### src/rtl/mem_retry_buffer.sv
// Tracks outstanding memory requests by tag, transparently replays nacked requests,
// forwards load acks to the core and swallows store acks; protocol violations set a sticky error.
module mem_retry_buffer #(
  parameter int ADDR_BITS   = 26,
  parameter int DATA_BITS   = 128,
  parameter int TAG_BITS    = 5,
  parameter int DEPTH       = 4,
  parameter int MAX_RETRIES = 15
) (
  input  logic                       clk,
  input  logic                       reset,
  input  logic                       core_req_val,
  output logic                       core_req_rdy,
  input  logic                       core_req_rw,
  input  logic [ADDR_BITS-1:0]       core_req_addr,
  input  logic [TAG_BITS-1:0]        core_req_tag,
  input  logic [DATA_BITS-1:0]       core_req_data,
  output logic                       core_resp_val,
  output logic [TAG_BITS-1:0]        core_resp_tag,
  output logic [DATA_BITS-1:0]       core_resp_data,
  output logic                       mem_req_val,
  input  logic                       mem_req_rdy,
  output logic                       mem_req_rw,
  output logic [ADDR_BITS-1:0]       mem_req_addr,
  output logic [TAG_BITS-1:0]        mem_req_tag,
  output logic [DATA_BITS-1:0]       mem_req_data,
  input  logic                       mem_resp_val,
  input  logic                       mem_resp_nack,
  input  logic [TAG_BITS-1:0]        mem_resp_tag,
  input  logic [DATA_BITS-1:0]       mem_resp_data,
  output logic [$clog2(DEPTH+1)-1:0] outstanding,
  output logic                       error
);

  localparam int CNT_BITS = $clog2(DEPTH + 1);
  localparam int IDX_BITS = (DEPTH > 1) ? $clog2(DEPTH) : 1;
  localparam int RET_BITS = $clog2(MAX_RETRIES + 1);
  localparam logic [RET_BITS-1:0] RET_MAX = RET_BITS'(MAX_RETRIES);

  logic [DEPTH-1:0]     r_valid;
  logic [DEPTH-1:0]     r_replay;
  logic [DEPTH-1:0]     r_rw;
  logic [ADDR_BITS-1:0] r_addr    [DEPTH];
  logic [TAG_BITS-1:0]  r_tag     [DEPTH];
  logic [DATA_BITS-1:0] r_data    [DEPTH];
  logic [RET_BITS-1:0]  r_retries [DEPTH];

  logic                 r_resp_val;
  logic [TAG_BITS-1:0]  r_resp_tag;
  logic [DATA_BITS-1:0] r_resp_data;
  logic [CNT_BITS-1:0]  r_outstanding;
  logic                 r_error;

  logic                 w_free_any;
  logic [IDX_BITS-1:0]  w_free_idx;
  logic                 w_replay_any;
  logic [IDX_BITS-1:0]  w_replay_idx;
  logic                 w_match_any;
  logic [IDX_BITS-1:0]  w_match_idx;
  logic                 w_conflict;
  logic                 w_accept;
  logic                 w_replay_fire;
  logic                 w_resp_ack;
  logic [DEPTH-1:0]     w_valid_nxt;
  logic [CNT_BITS-1:0]  w_cnt_nxt;

  // Descending scan so the lowest matching index wins for every search.
  always_comb begin
    w_free_any   = 1'b0;
    w_free_idx   = '0;
    w_replay_any = 1'b0;
    w_replay_idx = '0;
    w_match_any  = 1'b0;
    w_match_idx  = '0;
    w_conflict   = 1'b0;
    for (int i = DEPTH - 1; i >= 0; i--) begin
      if (!r_valid[i]) begin
        w_free_any = 1'b1;
        w_free_idx = IDX_BITS'(i);
      end
      if (r_valid[i] && r_replay[i]) begin
        w_replay_any = 1'b1;
        w_replay_idx = IDX_BITS'(i);
      end
      if (r_valid[i] && !r_replay[i] && (r_tag[i] == mem_resp_tag)) begin
        w_match_any = 1'b1;
        w_match_idx = IDX_BITS'(i);
      end
      if (r_valid[i] && (r_tag[i] == core_req_tag)) begin
        w_conflict = 1'b1;
      end
    end
  end

  always_comb begin
    if (w_replay_any) begin
      mem_req_val  = reset;
      mem_req_rw   = r_rw[w_replay_idx];
      mem_req_addr = r_addr[w_replay_idx];
      mem_req_tag  = r_tag[w_replay_idx];
      mem_req_data = r_data[w_replay_idx];
      core_req_rdy = 1'b0;
    end else begin
      mem_req_val  = reset & core_req_val & w_free_any;
      mem_req_rw   = core_req_rw;
      mem_req_addr = core_req_addr;
      mem_req_tag  = core_req_tag;
      mem_req_data = core_req_data;
      core_req_rdy = reset & mem_req_rdy & w_free_any;
    end
  end

  assign w_accept      = core_req_val & core_req_rdy;
  assign w_replay_fire = w_replay_any & mem_req_val & mem_req_rdy;
  assign w_resp_ack    = mem_resp_val & w_match_any & ~mem_resp_nack;

  // Next-state occupancy feeds the registered count so it always equals popcount(r_valid).
  always_comb begin
    w_valid_nxt = r_valid;
    if (w_accept) begin
      w_valid_nxt[w_free_idx] = 1'b1;
    end
    if (w_resp_ack) begin
      w_valid_nxt[w_match_idx] = 1'b0;
    end
    w_cnt_nxt = '0;
    for (int i = 0; i < DEPTH; i++) begin
      w_cnt_nxt = w_cnt_nxt + CNT_BITS'(w_valid_nxt[i]);
    end
  end

  always_ff @(posedge clk) begin
    if (!reset) begin
      r_valid       <= '0;
      r_replay      <= '0;
      r_resp_val    <= 1'b0;
      r_resp_tag    <= '0;
      r_resp_data   <= '0;
      r_outstanding <= '0;
      r_error       <= 1'b0;
    end else begin
      r_valid       <= w_valid_nxt;
      r_outstanding <= w_cnt_nxt;
      r_resp_val    <= 1'b0;
      if (w_accept) begin
        r_replay[w_free_idx]  <= 1'b0;
        r_rw[w_free_idx]      <= core_req_rw;
        r_addr[w_free_idx]    <= core_req_addr;
        r_tag[w_free_idx]     <= core_req_tag;
        r_data[w_free_idx]    <= core_req_data;
        r_retries[w_free_idx] <= '0;
        if (w_conflict) begin
          r_error <= 1'b1;
        end
      end
      if (w_replay_fire) begin
        r_replay[w_replay_idx] <= 1'b0;
      end
      if (mem_resp_val) begin
        if (!w_match_any) begin
          r_error <= 1'b1;
        end else if (mem_resp_nack) begin
          r_replay[w_match_idx] <= 1'b1;
          if (r_retries[w_match_idx] == RET_MAX) begin
            r_error <= 1'b1;
          end else begin
            r_retries[w_match_idx] <= r_retries[w_match_idx] + 1'b1;
          end
        end else if (!r_rw[w_match_idx]) begin
          r_resp_val  <= 1'b1;
          r_resp_tag  <= mem_resp_tag;
          r_resp_data <= mem_resp_data;
        end
      end
    end
  end

  assign core_resp_val  = r_resp_val;
  assign core_resp_tag  = r_resp_tag;
  assign core_resp_data = r_resp_data;
  assign outstanding    = r_outstanding;
  assign error          = r_error;

endmodule

### config.mk
export PLATFORM = sky130hd
export DESIGN_NAME = mem_retry_buffer
export DESIGN_NICKNAME = d
export VERILOG_FILES = /design/src/rtl/mem_retry_buffer.sv
export SDC_FILE = /design/constraint.sdc
export NUM_CORES = 1
export LEC_CHECK = 0
export ABC_AREA = 1
export CAP_MARGIN = 20
export CORE_MARGIN = 3
export CORE_UTILIZATION = 45
export DETAILED_ROUTE_END_ITERATION = 7
export PLACE_DENSITY = 0.73
export SYNTH_ARGS = -nofsm -noshare
export SYNTH_HDL_FRONTEND = slang
export SYNTH_SLANG_ARGS = --single-unit
### constraint.sdc
create_clock -name clk -period 45.1 [get_ports clk]
set_input_delay 4.51 -clock clk [delete_from_list [all_inputs] [get_ports clk]]
set_output_delay 4.51 -clock clk [all_outputs]
set_load 0.005 [all_outputs]
==> metrics <==
proportion of synthesized area in mux cells 0%; Crit-path slowest cell sky130_fd_sc_hd__buf_4; GP Congestion roughly 0.9; count of distinct cell types in the synthesized netlist 47; Layout area overhead 29.1%; register area share after synthesis 70.5%; initial DRC count 1826; Initial Util 45.6%; Residual DRC 0; routed wire length 92400 um; via density per instance ~5.4; logic gate share of total power 5.2%; largest net degree at the start of global routing about 200; Synth Instances 2805; hold-fix buffer count after cts 0; Crit path largest cell delay 580 ps; final hold vios 0; count of nets after finishing between 3000 and 4000; VDD IR-drop max 38.4 uV; combinational family with the most area after synthesis simple AND/OR/NAND/NOR gates; width of the chip 273 um; count of buffer and inverter cells on the critical path 3; placed cell areas 38700 um2; flip-flop and latch area 22600 um2; initial antenna violation count 27; arithmetic-cell share of the synthesized area counting full adders, half adders and majority gates 0.179%; Worst-path clk slew about 60 ps; Port Buffer Count 598; outcome completed; Synth Warn # 0; element type at the critical path end output port; clock sink total between 800 and 900; Max Clk Rate between 90 and 100 MHz; Clk Latency, worst-skew pair 640 ps; Post-CTS Repair Setup Buffers 0; post-synthesis xor/xnor area fraction 0.137%; share of cells above drive strength 1 5.92%; Final Cycle Share 24.2%; critical path startpoint category primary input; share of synthesized flip-flops with an asynchronous set or reset 0%; switching share of power about a fifth; setup skew after layout 50.0 ps; area of all placed cells without fillers about 41000 um2; power density relative to cell area 37.5 nW/um2; share of the synthesized area in compound gates (AO/OA/AOI/OAI) 10.2%; signal arrival time at the worst endpoint around 6400 ps; worst-case setup margin in the final layout 34180 ps; number of vias in the routed layout 23600; start-to-end type of the worst setup path primary input to output port; die footprint 74500 um2; part of the power in registers 52.0%; Final Max Slew Viols 0; number of cells upsized or downsized after cts 0; number of cells on the critical path 4; Detailed Routing Iterations Pass 1 5; overflow left after global routing 0; cts bufs inserted between 80 and 90; Worst Path Required just over 40000 ps; count of standard-cell rows between 90 and 100; Setup-failing EPs final 0; crit path to mem_req_val; total negative slack for setup checks 0 ps; number of top-level pins 599; Critical Path Source reset; worst flop-to-flop path endpoint r_data[2][19]; setup slack on the worst flop-to-flop path 40310 ps; global-route total usage across every layer a little under a quarter; global-route wire length before repair 137000 um; Worst Tran Pin Value 1110 ps; Tightest Hold Check Type flop to flop; via count of the first global-routing pass 22800; number of synthesized flops with an enable pin 656; Tmin final 10920 ps; crit path cell chain buf_4 > clkinv_1 > a21oi_1 > clkdlybuf4s50_1; post-synthesis sequential element count 802; Synthesized Nets 3108; Synth Area per Inst approximately 11 um2; area of the core 70300 um2; RSZ-0062 raised after global routing false; relative slew slack around a quarter; Root Driver sky130_fd_sc_hd__clkbuf_16; family with the most delay on the worst path buffers and inverters; mapped cell area 32100 um2; reg2reg path depth 15; area share of and/or/nand/nor cells after synthesis 15.5%; share of the core filled with cells 58.9%; number of filler cells placed in the layout 5564; Pleak 13.5 nW; overall power 1.55 mW; Internal Pwr Total 1.23 mW; area used by multi-input combinational logic around 8400 um2; clock network power share 42.7%; Chip Height 273 um; max-capacitance violation count 0; Crit Reg-Reg Startpoint r_valid[1]; post-placement setup slack 34240 ps; final HPWL from detailed placement approximately 57000 um; routed length per instance between 20 and 25 um; most instantiated flip-flop cell in the synthesis netlist sky130_fd_sc_hd__edfxtp_1; TritonCTS clock tree done; Net Sw Power 0.325 mW; DRT antenna net count 0; H-tree level count 3; buffer levels on the longest clock path 3; crit path max fanout 84
[power groups by stage]
| stage | sequential, mW | combinational (mW) | clock (mW) |
|---|---|---|---|
| 3_3_place_gp | 0.823 | 0.0802 | 0 |
| 4_1_cts | 0.808 | 0.0818 | 0.677 |
| 6_report | 0.808 | 0.0814 | 0.664 |
| 3_5_place_dp | 0.824 | 0.0811 | 0 |
| 5_1_grt | 0.808 | 0.0879 | 0.705 |
| 2_1_floorplan | 0.826 | 0.0213 | 0 |
[cells in the final DEF, fill, tap and decap left out, drive strengths merged]
cell type,instances
fa,1
and2,1
o2111ai,1
a21oi,28
bufinv,4
o21ai,305
diode,16
clkinvlp,2
ha,3
nor3,3
or2,1
o211ai,4
o221ai,1
xnor2,1
o22a,1
inv,67
nand3b,1
a211oi,1
nand2,256
clkbuf,108
nand3,174
nor2,783
edfxtp,656
buf,30
nand4,4
clkinv,36
xor2,4
o22ai,8
dfxtp,146
a221oi,6
a22oi,7
o311ai,1
and3,1
a41oi,155
clkdlybuf4s50,597
[sequential cells by signal, indices dropped and copies added (netlist names)]
register        flops
core_resp_val       1
r_retries          16
r_rw                4
r_valid             4
r_tag              20
core_resp_tag       5
error               1
outstanding         3
r_addr            104
r_replay            4
core_resp_data    128
r_data            512
[cell families (layout without fill, tap and decap cells)]
family | Yosys count | in the layout
compound gates | 518 | 518
xor+xnor | 5 | 5
fa+ha+maj | 4 | 4
buf+inv | 252 | 844
flops | 802 | 802
other cells | 0 | 16
simple gates | 1224 | 1224
[worst reg2reg max path: stages, from the launching register on]
cell                      delay, ps
sky130_fd_sc_hd__dfxtp_1        440
sky130_fd_sc_hd__nand2_1        160
sky130_fd_sc_hd__nand2_1        150
sky130_fd_sc_hd__nor2_4         360
sky130_fd_sc_hd__inv_8          270
sky130_fd_sc_hd__nor2_1         270
sky130_fd_sc_hd__inv_2           70
sky130_fd_sc_hd__nor2_2         120
sky130_fd_sc_hd__inv_2           50
sky130_fd_sc_hd__nor2_1         170
sky130_fd_sc_hd__inv_2          110
sky130_fd_sc_hd__nor2_2         110
sky130_fd_sc_hd__inv_1          100
sky130_fd_sc_hd__nor2_4         540
sky130_fd_sc_hd__buf_4          660
sky130_fd_sc_hd__buf_4          780
[cell type report]
cell class	instances	area share, %
Sequential cell	802	54.6
Multi-Input combinational cell	1751	20.2
Timing Repair Buffer	627	15.1
Clock buffer	108	5.42
Tap cell	940	2.84
Clock inverter	41	1.02
Inverter	68	0.659
Antenna cell	16	0.0967
[synth_stat cells, types with 2 or more instances]
library cell / instances / area share, %
sky130_fd_sc_hd__a21oi_1: 28 / 0.44
sky130_fd_sc_hd__a221oi_1: 6 / 0.16
sky130_fd_sc_hd__a22oi_1: 7 / 0.16
sky130_fd_sc_hd__a41oi_1: 155 / 4.2
sky130_fd_sc_hd__buf_1: 8 / 0.094
sky130_fd_sc_hd__buf_2: 25 / 0.39
sky130_fd_sc_hd__buf_4: 5 / 0.12
sky130_fd_sc_hd__buf_6: 12 / 0.42
sky130_fd_sc_hd__buf_8: 2 / 0.094
sky130_fd_sc_hd__clkbuf_1: 132 / 1.5
sky130_fd_sc_hd__clkinv_1: 2 / 0.023
sky130_fd_sc_hd__dfxtp_1: 146 / 9.1
sky130_fd_sc_hd__edfxtp_1: 656 / 61
sky130_fd_sc_hd__ha_1: 3 / 0.12
sky130_fd_sc_hd__inv_1: 50 / 0.59
sky130_fd_sc_hd__inv_2: 15 / 0.18
sky130_fd_sc_hd__nand2_1: 251 / 2.9
sky130_fd_sc_hd__nand2_2: 4 / 0.078
sky130_fd_sc_hd__nand3_1: 170 / 2.7
sky130_fd_sc_hd__nand3_2: 3 / 0.094
sky130_fd_sc_hd__nand4_1: 3 / 0.059
sky130_fd_sc_hd__nor2_1: 763 / 8.9
sky130_fd_sc_hd__nor2_2: 15 / 0.29
sky130_fd_sc_hd__nor2_4: 5 / 0.18
sky130_fd_sc_hd__nor3_1: 3 / 0.047
sky130_fd_sc_hd__o211ai_1: 3 / 0.070
sky130_fd_sc_hd__o21ai_0: 223 / 3.5
sky130_fd_sc_hd__o21ai_1: 80 / 1.2
sky130_fd_sc_hd__o21ai_2: 2 / 0.055
sky130_fd_sc_hd__o22ai_1: 8 / 0.16
sky130_fd_sc_hd__xor2_1: 4 / 0.11
[worst min path at each step]
stage               depth (start not counted)                  end           startpoint
finish                                      2   core_resp_data[72]   core_resp_data[72]
floorplan                                   2  core_resp_data[122]  core_resp_data[122]
global placement                            2    core_resp_data[4]    core_resp_data[4]
CTS                                         2   core_resp_data[17]   core_resp_data[17]
detailed placement                          2   core_resp_data[17]   core_resp_data[17]
global route                                2  core_resp_data[115]  core_resp_data[115]
[per-stage QoR]
stage          hold slack [ps]  instances
2_1_floorplan              477       2805
3_3_place_gp               464       4185
3_5_place_dp               469       4187
4_1_cts                    483       4336
5_1_grt                    498       4349
6_report                   478       4353
[layer usage]
layer	track usage, %	wire (um)	vias up
met4	12.2	4810	18
met5	0	138	-
met1	27.6	33500	11300
met2	40.2	45300	977
met3	7.46	8690	221
li1	-	-	11100
No activity file was read; power rests on OpenSTA's default activity.
==> patch 1: new RTL, same flow settings <==
Put one more register stage on the output `error`. The value now appears one clock later. The other outputs are not delayed to match.
--- a/src/rtl/mem_retry_buffer.sv
+++ b/src/rtl/mem_retry_buffer.sv
@@ -179,7 +179,9 @@
   assign core_resp_tag  = r_resp_tag;
   assign core_resp_data = r_resp_data;
   assign outstanding    = r_outstanding;
-  assign error          = r_error;
+  always_ff @(posedge clk) begin
+    error <= r_error;
+  end
 
 endmodule
 
Formal check against the unedited RTL: not equivalent (Yosys sat finds a counterexample within 4 cycles, from zero or initial values and one cycle with reset low).
==> patch 1 against the original RTL <==
Area after synthesis hardly changed; critical path depth unchanged; global-route usage is 0.085 points lower; via count down 0.77%; sequential cell count grew 1; setup slack improved by 0.067 ns; power grew 0.45%; routed wire length fell by 0.39%; core utilization decreased by 0.16 points; cell area down 0.11%; critical endpoint is now mem_req_tag[3]; largest power group unchanged; highest routed layer unchanged.
==> patch 1: results <==
[global_route]
grt_pass1_wl_um = 136300
grt_util_all_layers_pct = 23.83
grt_max_degree = 167
grt_pass1_vias = 22750

[worst_setup_path]
cp_max_fo = 9
slowest_stage = clkdlybuf4s50_1
r2r_slack_ns = 39.64
reg2reg_from = r_valid[0]
cp.arrival_ns = 6.35
slowest_delay_ns = 0.70
r2r-end = r_data[2][20]

[routing]
wl_met3_um = 8278
dr_wl_met2_um = 45880
wl_met1_um = 33980
top_layer_used = met5
routedWlPerCell_um = 21.19

[worst_hold_path]
min-delay-start = r_error
min_path_cells = 0
min_to = error

[power_and_ir_drop]
vdd_drop_max_uv = 31.99
power_leakage_nw = 13.46

[sta]
fin_skew_ns = 0.03838

[cells_and_area]
layout.nets = 3635
drive_above_1_share_pct = 5.808

[run_status]
outcome = completed

[yosys]
syn_nets = 3109
ys_seq_area_share_pct = 70.55
synthTopCellsByArea = edfxtp_1 (61%), dfxtp_1 (9.2%), nor2_1 (8.9%)

[place]
dpl.hpwl_um = 56940
## patch 1: changes by cell type in the layout (fill, tap and decap cells not counted), sizes merged
cell	change
clkinv	-9
clkinvlp	-1
dfxtp	+1
bufinv	+2
inv	+4
buf	-2
diode	-4
## patch 1: stage by stage
| step | hold WS, ns | instances | worst slack (ns) |
|---|---|---|---|
| after floorplan | 0.3315 | 2806 | 27.84 |
| after global routing | 0.3685 | 4340 | 34.20 |
| after detailed placement | 0.3466 | 4187 | 34.24 |
| final | 0.3568 | 4344 | 34.24 |
| after global placement | 0.3534 | 4187 | 34.31 |
| after CTS | 0.3573 | 4332 | 34.24 |
## patch 1: cells by family after synthesis
| kind of cell | after synthesis | synth area share, % |
|---|---|---|
| simple gates | 1224 | 15.50 |
| flops | 803 | 70.55 |
| compound gates | 518 | 10.17 |
| buf+inv | 252 | 3.462 |
| xor+xnor | 5 | 0.1364 |
| fa+ha+maj | 4 | 0.1793 |
## patch 1: layer usage
metal,GRT usage (%),vias to the layer above
met3,7.752,192
met4,10.24,18
met1,27.56,11210
li1,-,11100
met5,0,-
met2,40.68,934
## patch 1: cell type report
type / count / area, sq um
antenna: 12 / 30.03
clock buffer: 108 / 2221
clock inverter: 37 / 437.9
fill: 5694 / 29040
inverter: 68 / 272.8
multi-input combinational: 1751 / 8374
sequential: 803 / 22640
tap: 940 / 1176
timing repair buffer: 625 / 6198
## patch 1: worst max path at each step
stage               startpoint               to  slack, ns  cells after the start
2_1_floorplan            reset  r_retries[0][0]      27.84                      7
3_3_place_gp   core_req_tag[3]   mem_req_tag[3]      34.31                      4
3_5_place_dp   core_req_tag[3]   mem_req_tag[3]      34.24                      4
4_1_cts        core_req_tag[3]   mem_req_tag[3]      34.24                      4
5_1_grt        core_req_tag[3]   mem_req_tag[3]      34.20                      4
6_report       core_req_tag[3]   mem_req_tag[3]      34.24                      4
## patch 1: where the power goes
group | internal (mW) | leakage, nW | switching, mW
Sequential | 0.807 | 7.12 | 0.00156
Clock | 0.385 | 1.30 | 0.286
Combinational | 0.0449 | 5.04 | 0.0361
==> patch 2: new RTL, same flow settings <==
Without the edit above. The parameter `ADDR_BITS` goes from 26 to 22.
--- a/src/rtl/mem_retry_buffer.sv
+++ b/src/rtl/mem_retry_buffer.sv
@@ -1,7 +1,7 @@
 // Tracks outstanding memory requests by tag, transparently replays nacked requests,
 // forwards load acks to the core and swallows store acks; protocol violations set a sticky error.
 module mem_retry_buffer #(
-  parameter int ADDR_BITS   = 26,
+  parameter int ADDR_BITS   = 22,
   parameter int DATA_BITS   = 128,
   parameter int TAG_BITS    = 5,
   parameter int DEPTH       = 4,
Ports: changed (resized core_req_addr and mem_req_addr); port bits go from 599 to 591. The function was not compared with the original's and may differ.
==> patch 2 against the original RTL <==
Synthesized cell count decreased by 1.0%; cell area is 1.8% lower; power is 2.3% lower; routed wire length decreased by 3.6%; setup slack better by 0.21 ns; combinational power fell by 2.8%; area after synthesis is 1.7% lower; clock power shrank 3%; critical path depth stayed put; sequential cell count down 16; worst hold slack gained 0.0010 ns; register-to-register slack worse by 0.73 ns; non-clock buffer count down 9; critical endpoint is now mem_req_tag[1]; largest power group unchanged; highest routed layer unchanged.
==> patch 2: results <==
[run_status]
outcome = completed

[routing]
firstDrtPassIters = 6
wl_met3_um = 6895
wl_um = 89110
wl_met1_um = 34290
drtIter0Drc = 1987
via_per_inst = 5.388
dr_wl_met2_um = 44430
top_layer_used = met5

[worst_setup_path]
cp.arrival_ns = 6.21
cp_max_fo = 8

[place]
pre_cts_slack_ns = 34.40
dpl.hpwl_um = 54930
portBuffers = 590
numPlacedInstances = 4145
place.gp.congestion = 0.9028
dpl_cell_area_sq_um = 38000

[power_and_ir_drop]
seqPwrFrac_pct = 52.1
swShare_pct = 20.90
powerComb_mw = 0.0791
power_leakage_nw = 13.28
vdd_drop_max_uv = 33.27

[clocking]
insertion_delay_ns = 0.65
cts_buffers = 82
clk_pin_slew_ns = 0.06
cts_setup_buffers = 0

[cells_and_area]
fillCellCount = 5628
layout.nets = 3597
drive_above_1_share_pct = 5.422
layout.cells.non_filler = 4302

[global_route]
use_met2_pct = 39.70
grt_pass1_vias = 22170
antenna_found_initial = 18
grt_max_degree = 217
grt_util_all_layers_pct = 23.53
use_met1_pct = 28.60
grt_pass1_wl_um = 133800
use_met3_pct = 6.270

[sta]
slew_headroom_pct = 16.53
fin_skew_ns = 0.03657

[yosys]
syn_nets = 3075
synthTopCellsByCount = nor2_1 (765), edfxtp_1 (640), o21ai_0 (256)
synthTopCellsByArea = edfxtp_1 (61%), dfxtp_1 (9.3%), nor2_1 (9.1%)
synth_compound_area_share_pct = 10.10
yosysWarnings = 0
synthMuxAreaShare_pct = 0
synth_edf_count = 640
avgSynthCellArea_sq_um = 11.35
yosys.area_share.xor_xnor_pct = 0.1389
synth_adder_area_share_pct = 0.1826
ys_seq_area_share_pct = 70.25
==> patch 2: critical path, cell delays in order <==
cell	delay (ns)
clkdlybuf4s50_1	0.67
inv_1	0.17
a22oi_1	0.27
clkdlybuf4s50_1	0.58
==> patch 2: area by class of cell <==
class | count | area [sq um] | share of cell area [%]
flip-flops and latches | 786 | 22140 | 54.48
multi-input cells | 1735 | 8267 | 20.34
clock inverters | 34 | 396.6 | 0.9759
inverters | 75 | 299.0 | 0.7357
repair buffers | 618 | 6126 | 15.07
well taps | 931 | 1165 | 2.866
clock buffers | 109 | 2215 | 5.449
diodes | 14 | 35.03 | 0.08620
==> patch 2: path summary, 6_finish.rpt <==
| kind | to | slack [ns] | from | cells after the start |
|---|---|---|---|---|
| max reg2reg | r_data[0][117] | 39.58 | r_valid[2] | 10 |
| min | core_resp_data[18] | 0.48 | core_resp_data[18] | 2 |
| min reg2reg | core_resp_data[18] | 0.48 | core_resp_data[18] | 2 |
| max | mem_req_tag[1] | 34.38 | core_req_tag[1] | 4 |
